[src/rtl/conv_pkg.sv]
// Shared types and constants for the streaming 3x3 convolution engine.
package conv_pkg;

    typedef enum logic [1:0] {
        IDLE  = 2'd0,
        RUN   = 2'd1,
        DRAIN = 2'd2,
        DONE  = 2'd3
    } state_t;

    // Cycles from the accepting edge of a pixel to its result_valid.
    localparam int PIPE_LAT = 4;

    // Default kernel loaded at reset, index = row*3+col.
    localparam int SOBEL_X [9] = '{1, 0, -1, 2, 0, -2, 1, 0, -1};

    // Clamp a signed value into the range of an out_w-bit signed number.
    function automatic logic signed [63:0] sat_signed(input logic signed [63:0] v,
                                                      input int out_w);
        logic signed [63:0] hi;
        logic signed [63:0] lo;
        hi = (64'sd1 <<< (out_w - 1)) - 64'sd1;
        lo = -hi - 64'sd1;
        if (v > hi)
            return hi;
        else if (v < lo)
            return lo;
        else
            return v;
    endfunction

endpackage

[src/rtl/conv_window_gen.sv]
// Raster-order window generator: two line buffers feed a 3x3 sliding window.
// win_valid pulses for one cycle after each accepted pixel whose window
// (bottom-right at that pixel) lies fully inside the image.
module conv_window_gen
    import conv_pkg::*;
#(
    parameter int IMG_W = 32,
    parameter int IMG_H = 32,
    parameter int PIX_W = 8
) (
    input  logic               clk,
    input  logic               rst,
    input  logic               clear,
    input  logic               accept,
    input  logic [PIX_W-1:0]   pixel,
    output logic [9*PIX_W-1:0] window,
    output logic               win_valid,
    output logic               last_pix
);

    localparam int XW = (IMG_W > 1) ? $clog2(IMG_W) : 1;
    localparam int YW = (IMG_H > 1) ? $clog2(IMG_H) : 1;

    logic [XW-1:0]    cnt_x;
    logic [YW-1:0]    cnt_y;
    logic [PIX_W-1:0] lb0 [IMG_W];   // row y-1
    logic [PIX_W-1:0] lb1 [IMG_W];   // row y-2
    logic [PIX_W-1:0] win [9];       // index row*3+col, row 0 = oldest line

    assign last_pix = (cnt_x == XW'(IMG_W - 1)) && (cnt_y == YW'(IMG_H - 1));

    // Flatten the window for the MAC tree.
    always_comb begin
        window = '0;
        for (int i = 0; i < 9; i++)
            window[i*PIX_W +: PIX_W] = win[i];
    end

    // Raster position counters; cleared when a frame starts.
    always_ff @(posedge clk) begin
        if (!rst) begin
            cnt_x <= '0;
            cnt_y <= '0;
        end else if (clear) begin
            cnt_x <= '0;
            cnt_y <= '0;
        end else if (accept) begin
            if (cnt_x == XW'(IMG_W - 1)) begin
                cnt_x <= '0;
                cnt_y <= (cnt_y == YW'(IMG_H - 1)) ? '0 : cnt_y + 1'b1;
            end else begin
                cnt_x <= cnt_x + 1'b1;
            end
        end
    end

    // Line buffers and window shift; everything holds while no pixel is accepted.
    always_ff @(posedge clk) begin
        if (!rst) begin
            for (int i = 0; i < IMG_W; i++) begin
                lb0[i] <= '0;
                lb1[i] <= '0;
            end
            for (int i = 0; i < 9; i++)
                win[i] <= '0;
            win_valid <= 1'b0;
        end else begin
            win_valid <= accept && (cnt_x >= XW'(2)) && (cnt_y >= YW'(2));
            if (accept) begin
                lb1[cnt_x] <= lb0[cnt_x];
                lb0[cnt_x] <= pixel;
                for (int r = 0; r < 3; r++) begin
                    win[r*3]     <= win[r*3+1];
                    win[r*3+1]   <= win[r*3+2];
                end
                win[2] <= lb1[cnt_x];
                win[5] <= lb0[cnt_x];
                win[8] <= pixel;
            end
        end
    end

endmodule

[src/rtl/conv2d_stream_engine.sv]
// Streaming 3x3 valid convolution with loadable kernel and shift/ReLU/saturate.
// Stream semantics: pixel_in is consumed on every clock edge where
// pixel_valid=1 and the engine is in RUN; there is no back-pressure, and
// result_out is meaningful only on cycles where result_valid=1.
module conv2d_stream_engine
    import conv_pkg::*;
#(
    parameter int IMG_W  = 32,
    parameter int IMG_H  = 32,
    parameter int PIX_W  = 8,
    parameter int COEF_W = 8,
    parameter int OUT_W  = 22
) (
    input  logic                     clk,
    input  logic                     rst,
    input  logic                     start_signal,
    input  logic [4:0]               cfg_shift,
    input  logic                     cfg_relu,
    input  logic                     coef_we,
    input  logic [3:0]               coef_addr,
    input  logic signed [COEF_W-1:0] coef_data,
    input  logic [PIX_W-1:0]         pixel_in,
    input  logic                     pixel_valid,
    output logic signed [OUT_W-1:0]  result_out,
    output logic                     result_valid,
    output logic                     busy,
    output logic                     done_signal
);

    localparam int ACC_W  = PIX_W + COEF_W + 5;
    localparam int PROD_W = PIX_W + COEF_W + 1;

    state_t                    state;
    logic [2:0]                drain_cnt;
    logic [4:0]                shift_q;
    logic                      relu_q;
    logic signed [COEF_W-1:0]  coef [9];

    logic                      accept;
    logic                      start_ok;
    logic                      last_pix;
    logic                      win_valid;
    logic [9*PIX_W-1:0]        window;

    logic signed [PROD_W-1:0]  prod [9];
    logic signed [ACC_W-1:0]   row_sum [3];
    logic signed [ACC_W-1:0]   total;
    logic                      v1, v2, v3;
    logic signed [ACC_W-1:0]   shifted;
    logic signed [ACC_W-1:0]   relu_val;

    assign accept   = pixel_valid && (state == RUN);
    assign start_ok = start_signal && (state == IDLE);

    conv_window_gen #(
        .IMG_W (IMG_W),
        .IMG_H (IMG_H),
        .PIX_W (PIX_W)
    ) u_win (
        .clk       (clk),
        .rst       (rst),
        .clear     (start_ok),
        .accept    (accept),
        .pixel     (pixel_in),
        .window    (window),
        .win_valid (win_valid),
        .last_pix  (last_pix)
    );

    // Frame control FSM with registered busy/done; config latched at start.
    always_ff @(posedge clk) begin
        if (!rst) begin
            state       <= IDLE;
            drain_cnt   <= '0;
            shift_q     <= '0;
            relu_q      <= 1'b0;
            busy        <= 1'b0;
            done_signal <= 1'b0;
        end else begin
            done_signal <= 1'b0;
            case (state)
                IDLE: if (start_signal) begin
                    state   <= RUN;
                    shift_q <= cfg_shift;
                    relu_q  <= cfg_relu;
                    busy    <= 1'b1;
                end
                RUN: if (accept && last_pix) begin
                    state     <= DRAIN;
                    drain_cnt <= '0;
                end
                DRAIN: if (drain_cnt == 3'(PIPE_LAT - 1)) begin
                    state       <= DONE;
                    busy        <= 1'b0;
                    done_signal <= 1'b1;
                end else begin
                    drain_cnt <= drain_cnt + 1'b1;
                end
                DONE:    state <= IDLE;
                default: state <= IDLE;
            endcase
        end
    end

    // Kernel registers: writable only while idle so a frame sees one kernel.
    always_ff @(posedge clk) begin
        if (!rst) begin
            for (int i = 0; i < 9; i++)
                coef[i] <= COEF_W'(SOBEL_X[i]);
        end else if (coef_we && (state == IDLE)) begin
            for (int i = 0; i < 9; i++)
                if (coef_addr == 4'(i))
                    coef[i] <= coef_data;
        end
    end

    // S1..S3: products, row sums, full-precision total, with valid tracking.
    always_ff @(posedge clk) begin
        if (!rst) begin
            for (int i = 0; i < 9; i++)
                prod[i] <= '0;
            for (int r = 0; r < 3; r++)
                row_sum[r] <= '0;
            total <= '0;
            v1    <= 1'b0;
            v2    <= 1'b0;
            v3    <= 1'b0;
        end else begin
            for (int i = 0; i < 9; i++)
                prod[i] <= PROD_W'($signed({1'b0, window[i*PIX_W +: PIX_W]}))
                         * PROD_W'(coef[i]);
            for (int r = 0; r < 3; r++)
                row_sum[r] <= ACC_W'(prod[r*3]) + ACC_W'(prod[r*3+1]) + ACC_W'(prod[r*3+2]);
            total <= row_sum[0] + row_sum[1] + row_sum[2];
            v1    <= win_valid;
            v2    <= v1;
            v3    <= v2;
        end
    end

    // S4 combinational part: arithmetic shift then optional ReLU.
    always_comb begin
        shifted  = total >>> shift_q;
        relu_val = (relu_q && shifted[ACC_W-1]) ? '0 : shifted;
    end

    // S4 register: saturate into the output width; hold value between results.
    always_ff @(posedge clk) begin
        if (!rst) begin
            result_out   <= '0;
            result_valid <= 1'b0;
        end else begin
            result_valid <= v3;
            if (v3)
                result_out <= OUT_W'(sat_signed(64'(relu_val), OUT_W));
        end
    end

endmodule

[config.mk]
export PLATFORM = sky130hd
export DESIGN_NAME = conv2d_stream_engine
export DESIGN_NICKNAME = d
export VERILOG_FILES = /design/src/rtl/conv_pkg.sv /design/src/rtl/conv_window_gen.sv /design/src/rtl/conv2d_stream_engine.sv
export SDC_FILE = /design/constraint.sdc
export NUM_CORES = 2
export LEC_CHECK = 0
export ABC_AREA = 0
export CAP_MARGIN = 20
export CORE_ASPECT_RATIO = 1.75
export CORE_UTILIZATION = 53
export DETAILED_ROUTE_END_ITERATION = 10
export PLACE_DENSITY_LB_ADDON = 0.15
export SYNTH_ARGS = -nofsm -noshare
export SYNTH_HDL_FRONTEND = slang
export SYNTH_SLANG_ARGS = --single-unit
[constraint.sdc]
create_clock -name clk -period 10.2 [get_ports clk]
set_input_delay 2.04 -clock clk [delete_from_list [all_inputs] [get_ports clk]]
set_output_delay 2.04 -clock clk [all_outputs]
set_load 0.01 [all_outputs]
==> flow_summary.json <==
{
  "die_x_um": 258,
  "synth_most_common_cell": "edfxtp_1",
  "wl_mm": 153,
  "clk_pin_slew_ns": 0.06,
  "met2_length_mm": 81.6,
  "p_sw_share_pct": 40.4,
  "drv_cap": 0,
  "ys.flop_type": "edfxtp_1",
  "min_path_type": "reg2reg",
  "cts_setup_buffers": 0,
  "hp-start": "v2$_SDFF_PN0_",
  "holdPathEnd": "v3$_SDFF_PN0_",
  "grt_first_pass_wirelength_mm": 239,
  "syn_nets": 6235,
  "ys_types": 71,
  "syn_area_um2": 60900,
  "placed_area_um2": 62800,
  "clk_path_buf_depth": 3,
  "grt-ovfl-total": 0,
  "grt_max_degree": 87,
  "via_count": 39300,
  "crit_chain": "buf_6 > inv_6 > nor2_4 > buf_4 > and2_2 > buf_4 > nand2_1 > nand2_1",
  "reg2reg_depth": 14,
  "grt_setup_unrepaired": "false",
  "numPlacedInstances": 6700,
  "cts_made_buffers": 88,
  "portBuffers": 55,
  "async_flop_share_pct": 0,
  "synth_area_leaders": "edfxtp_1 (32%), fa_1 (13%), ha_1 (9.6%)",
  "route.detailed.drc": 0,
  "start_util_pct": 53.4,
  "synth_top_area_share_pct": 32.3,
  "crit_buf_inv": 4,
  "r2r_slack_ns": 5.39,
  "track_usage_pct": 27.1,
  "fillers": 9614,
  "dieArea_um2": 116000,
  "ctsHoldBuffers": 0,
  "root_buffer": "clkbuf_16",
  "fin_crit_ns": 5.42,
  "cp_max_fo": 86,
  "nets": 6206,
  "fin_cells": 6868,
  "first_global_vias": 41500,
  "synth_top_area_cell": "edfxtp_1",
  "synthTopCellsByCount": "edfxtp_1 (656), inv_1 (554), nor2_1 (508)",
  "synth-seq-cells": 941,
  "vias_per_cell": 5.73,
  "cp-end-kind": "register",
  "post-route-cell-area_um2": 65900,
  "drt_iter0_drc": 2507,
  "clkLatencyLatePin_ns": 0.71,
  "drt-met1-wl_mm": 54.2,
  "required_ns": 10.53,
  "fin_crit_sh_pct": 53.1,
  "p_clk_share_pct": 20.9,
  "yosysSeqAreaShare_pct": 41.7,
  "peakVddDrop_mv": 0.180,
  "synth.avg_cell_area_um2": 11.4,
  "synthCells": 5327,
  "ys_warn_count": 0,
  "outcome": "complete, no violations",
  "drive_above_1_share_pct": 8.13,
  "slew_headroom_pct": 25.7,
  "cpLargestDelayFamily": "buffers and inverters",
  "htreeDepth": 3,
  "routed-wl-met3_mm": 5.64,
  "arrival_ns": 5.76,
  "post-dp-hpwl_mm": 115,
  "critPathKind": "in2reg",
  "synth_edf_count": 656,
  "p_seq_share_pct": 30.4,
  "r2r-end": "prod[0][33]$_SDFF_PN0_",
  "combinationalPowerShare_pct": 48.6,
  "slew_violations": 0,
  "firstDrtPassIters": 5,
  "finalHoldViolations": 0,
  "cts_num_sinks": 941,
  "rows": 164,
  "crit_slowest_cell": "nand2_1",
  "p_leak_uw": 0.0285,
  "wire_per_inst_um": 22.3,
  "place_congestion": 0.929,
  "start_kind": "primary input",
  "tns_ns": 0,
  "switchingPower_uw": 6740,
  "fin_worst_skew_ns": 0.0437,
  "cts_resized": 0,
  "syn_to_final_growth_pct": 8.06,
  "ios": 56,
  "grt_antenna_before_repair": 2,
  "fp.dieH_um": 451,
  "powerDensity_nw_per_um2": 253,
  "maxUsedRoutingLayer": "met5",
  "cts_tree": "built",
  "r2r-start": "coef[0][15]$_DFFE_PP_",
  "worst-slew-pin-transition_ns": 1.11,
  "internal-power_uw": 9920,
  "min_path_cells": 1,
  "fmax_mhz": 184,
  "crit_start": "rst",
  "setup_viol": 0,
  "ant_nets": 0,
  "cpPeakStageDelay_ns": 0.60,
  "core_um2": 114000
}
## metal layers
layer	vias up	GRT usage [%]
li1	18200	-
met1	19700	28.7
met2	1039	50.5
met3	332	2.57
met4	2	18.3
met5	-	0
## worst register-to-register path, cell delays in order (launching register included)
cell,delay [ns]
edfxtp_1,0.54
inv_1,0.23
fa_1,0.54
fa_1,0.52
inv_1,0.06
fa_1,0.52
inv_1,0.05
fa_1,0.48
inv_1,0.04
ha_1,0.32
o21a_1,0.15
o21a_1,0.23
o211a_1,0.27
o41ai_1,0.38
mux2_2,0.38
## how the worst max path moves through the flow
stage,endpoint,slack [ns],cells past startpoint
4_1_cts,u_win.lb1[20][6]$_SDFFCE_PN0P_,4.82,8
5_1_grt,u_win.lb0[20][6]$_SDFFCE_PN0P_,4.51,8
6_report,u_win.lb1[20][6]$_SDFFCE_PN0P_,4.78,8
2_1_floorplan,u_win.win[0][0]$_SDFFCE_PN0P_,5.56,4
3_3_place_gp,u_win.lb0[24][3]$_SDFFCE_PN0P_,4.22,8
3_5_place_dp,u_win.lb0[20][7]$_SDFFCE_PN0P_,4.05,8
## cells by family after synthesis
family,count (synthesis),synth area share (%)
flops,941,41.7
compound gates,490,5.15
buf+inv,774,5.02
fa+ha+maj,877,23.0
simple gates,1914,16.0
mux,244,7.85
xor+xnor,87,1.25
## sequential cells by signal, summed over array words and instances (netlist names), named ones only
signal / flops
v2: 1
relu_q: 1
v3: 1
u_win.lb1: 256
shift_q: 5
u_win.win: 72
done_signal: 1
v1: 1
busy: 1
coef: 72
result_valid: 1
u_win.cnt_x: 5
u_win.lb0: 256
result_out: 21
prod: 153
u_win.cnt_y: 5
state: 2
drain_cnt: 3
row_sum: 57
total: 21
u_win.win_valid: 1
## power groups by stage
stage          Clock, uW  Combinational (uW)  Sequential [uW]
2_1_floorplan          0                6110             4910
5_1_grt             3690                9190             5120
6_report            3490                8100             5070
3_5_place_dp           0                8080             5150
4_1_cts             3550                8150             5080
3_3_place_gp           0                7970             5150
## layout make-up
type | count | area, um^2 | share of cell area (%)
Sequential cell | 941 | 25400 | 38.6
Timing Repair Buffer | 99 | 872 | 1.32
Multi-Input combinational cell | 3612 | 32500 | 49.4
Tap cell | 1494 | 1870 | 2.84
Inverter | 556 | 2090 | 3.18
Clock inverter | 58 | 624 | 0.948
Antenna cell | 2 | 5.00 | 0.00760
Clock buffer | 106 | 2450 | 3.72
## through the flow
step / hold slack (ns) / utilization (%) / power (uW) / setup WS, ns
after global placement: 0.428 / 55.0 / 13100 / 4.22
after global routing: 0.456 / 57.7 / 18000 / 4.51
final: 0.441 / 57.7 / 16700 / 4.78
after detailed placement: 0.434 / 55.0 / 13200 / 4.05
after floorplan: 0.412 / - / 11000 / 5.56
after CTS: 0.446 / 57.7 / 16800 / 4.82
## placed cells by master, fill, tap and decap left out, types with 24 or more instances in the layout
cell type,Yosys,layout
nor2b_1,36,36
mux2i_1,53,53
inv_1,554,554
and3_1,278,278
xnor2_1,49,49
nor2_1,508,507
edfxtp_1,656,656
buf_4,22,41
and2_1,490,486
xor2_1,38,38
clkdlybuf4s50_1,0,46
a211oi_1,24,24
a21oi_1,147,147
nand2b_1,89,89
a21o_1,52,52
fa_1,407,407
nor3_1,68,67
nand3_1,37,37
o21ai_0,99,98
ha_1,470,470
dfxtp_1,285,282
nand2_1,341,340
o21a_1,35,35
clkbuf_16,0,94
mux4_2,179,179
Note: power is estimated with default switching activity, not from simulation.
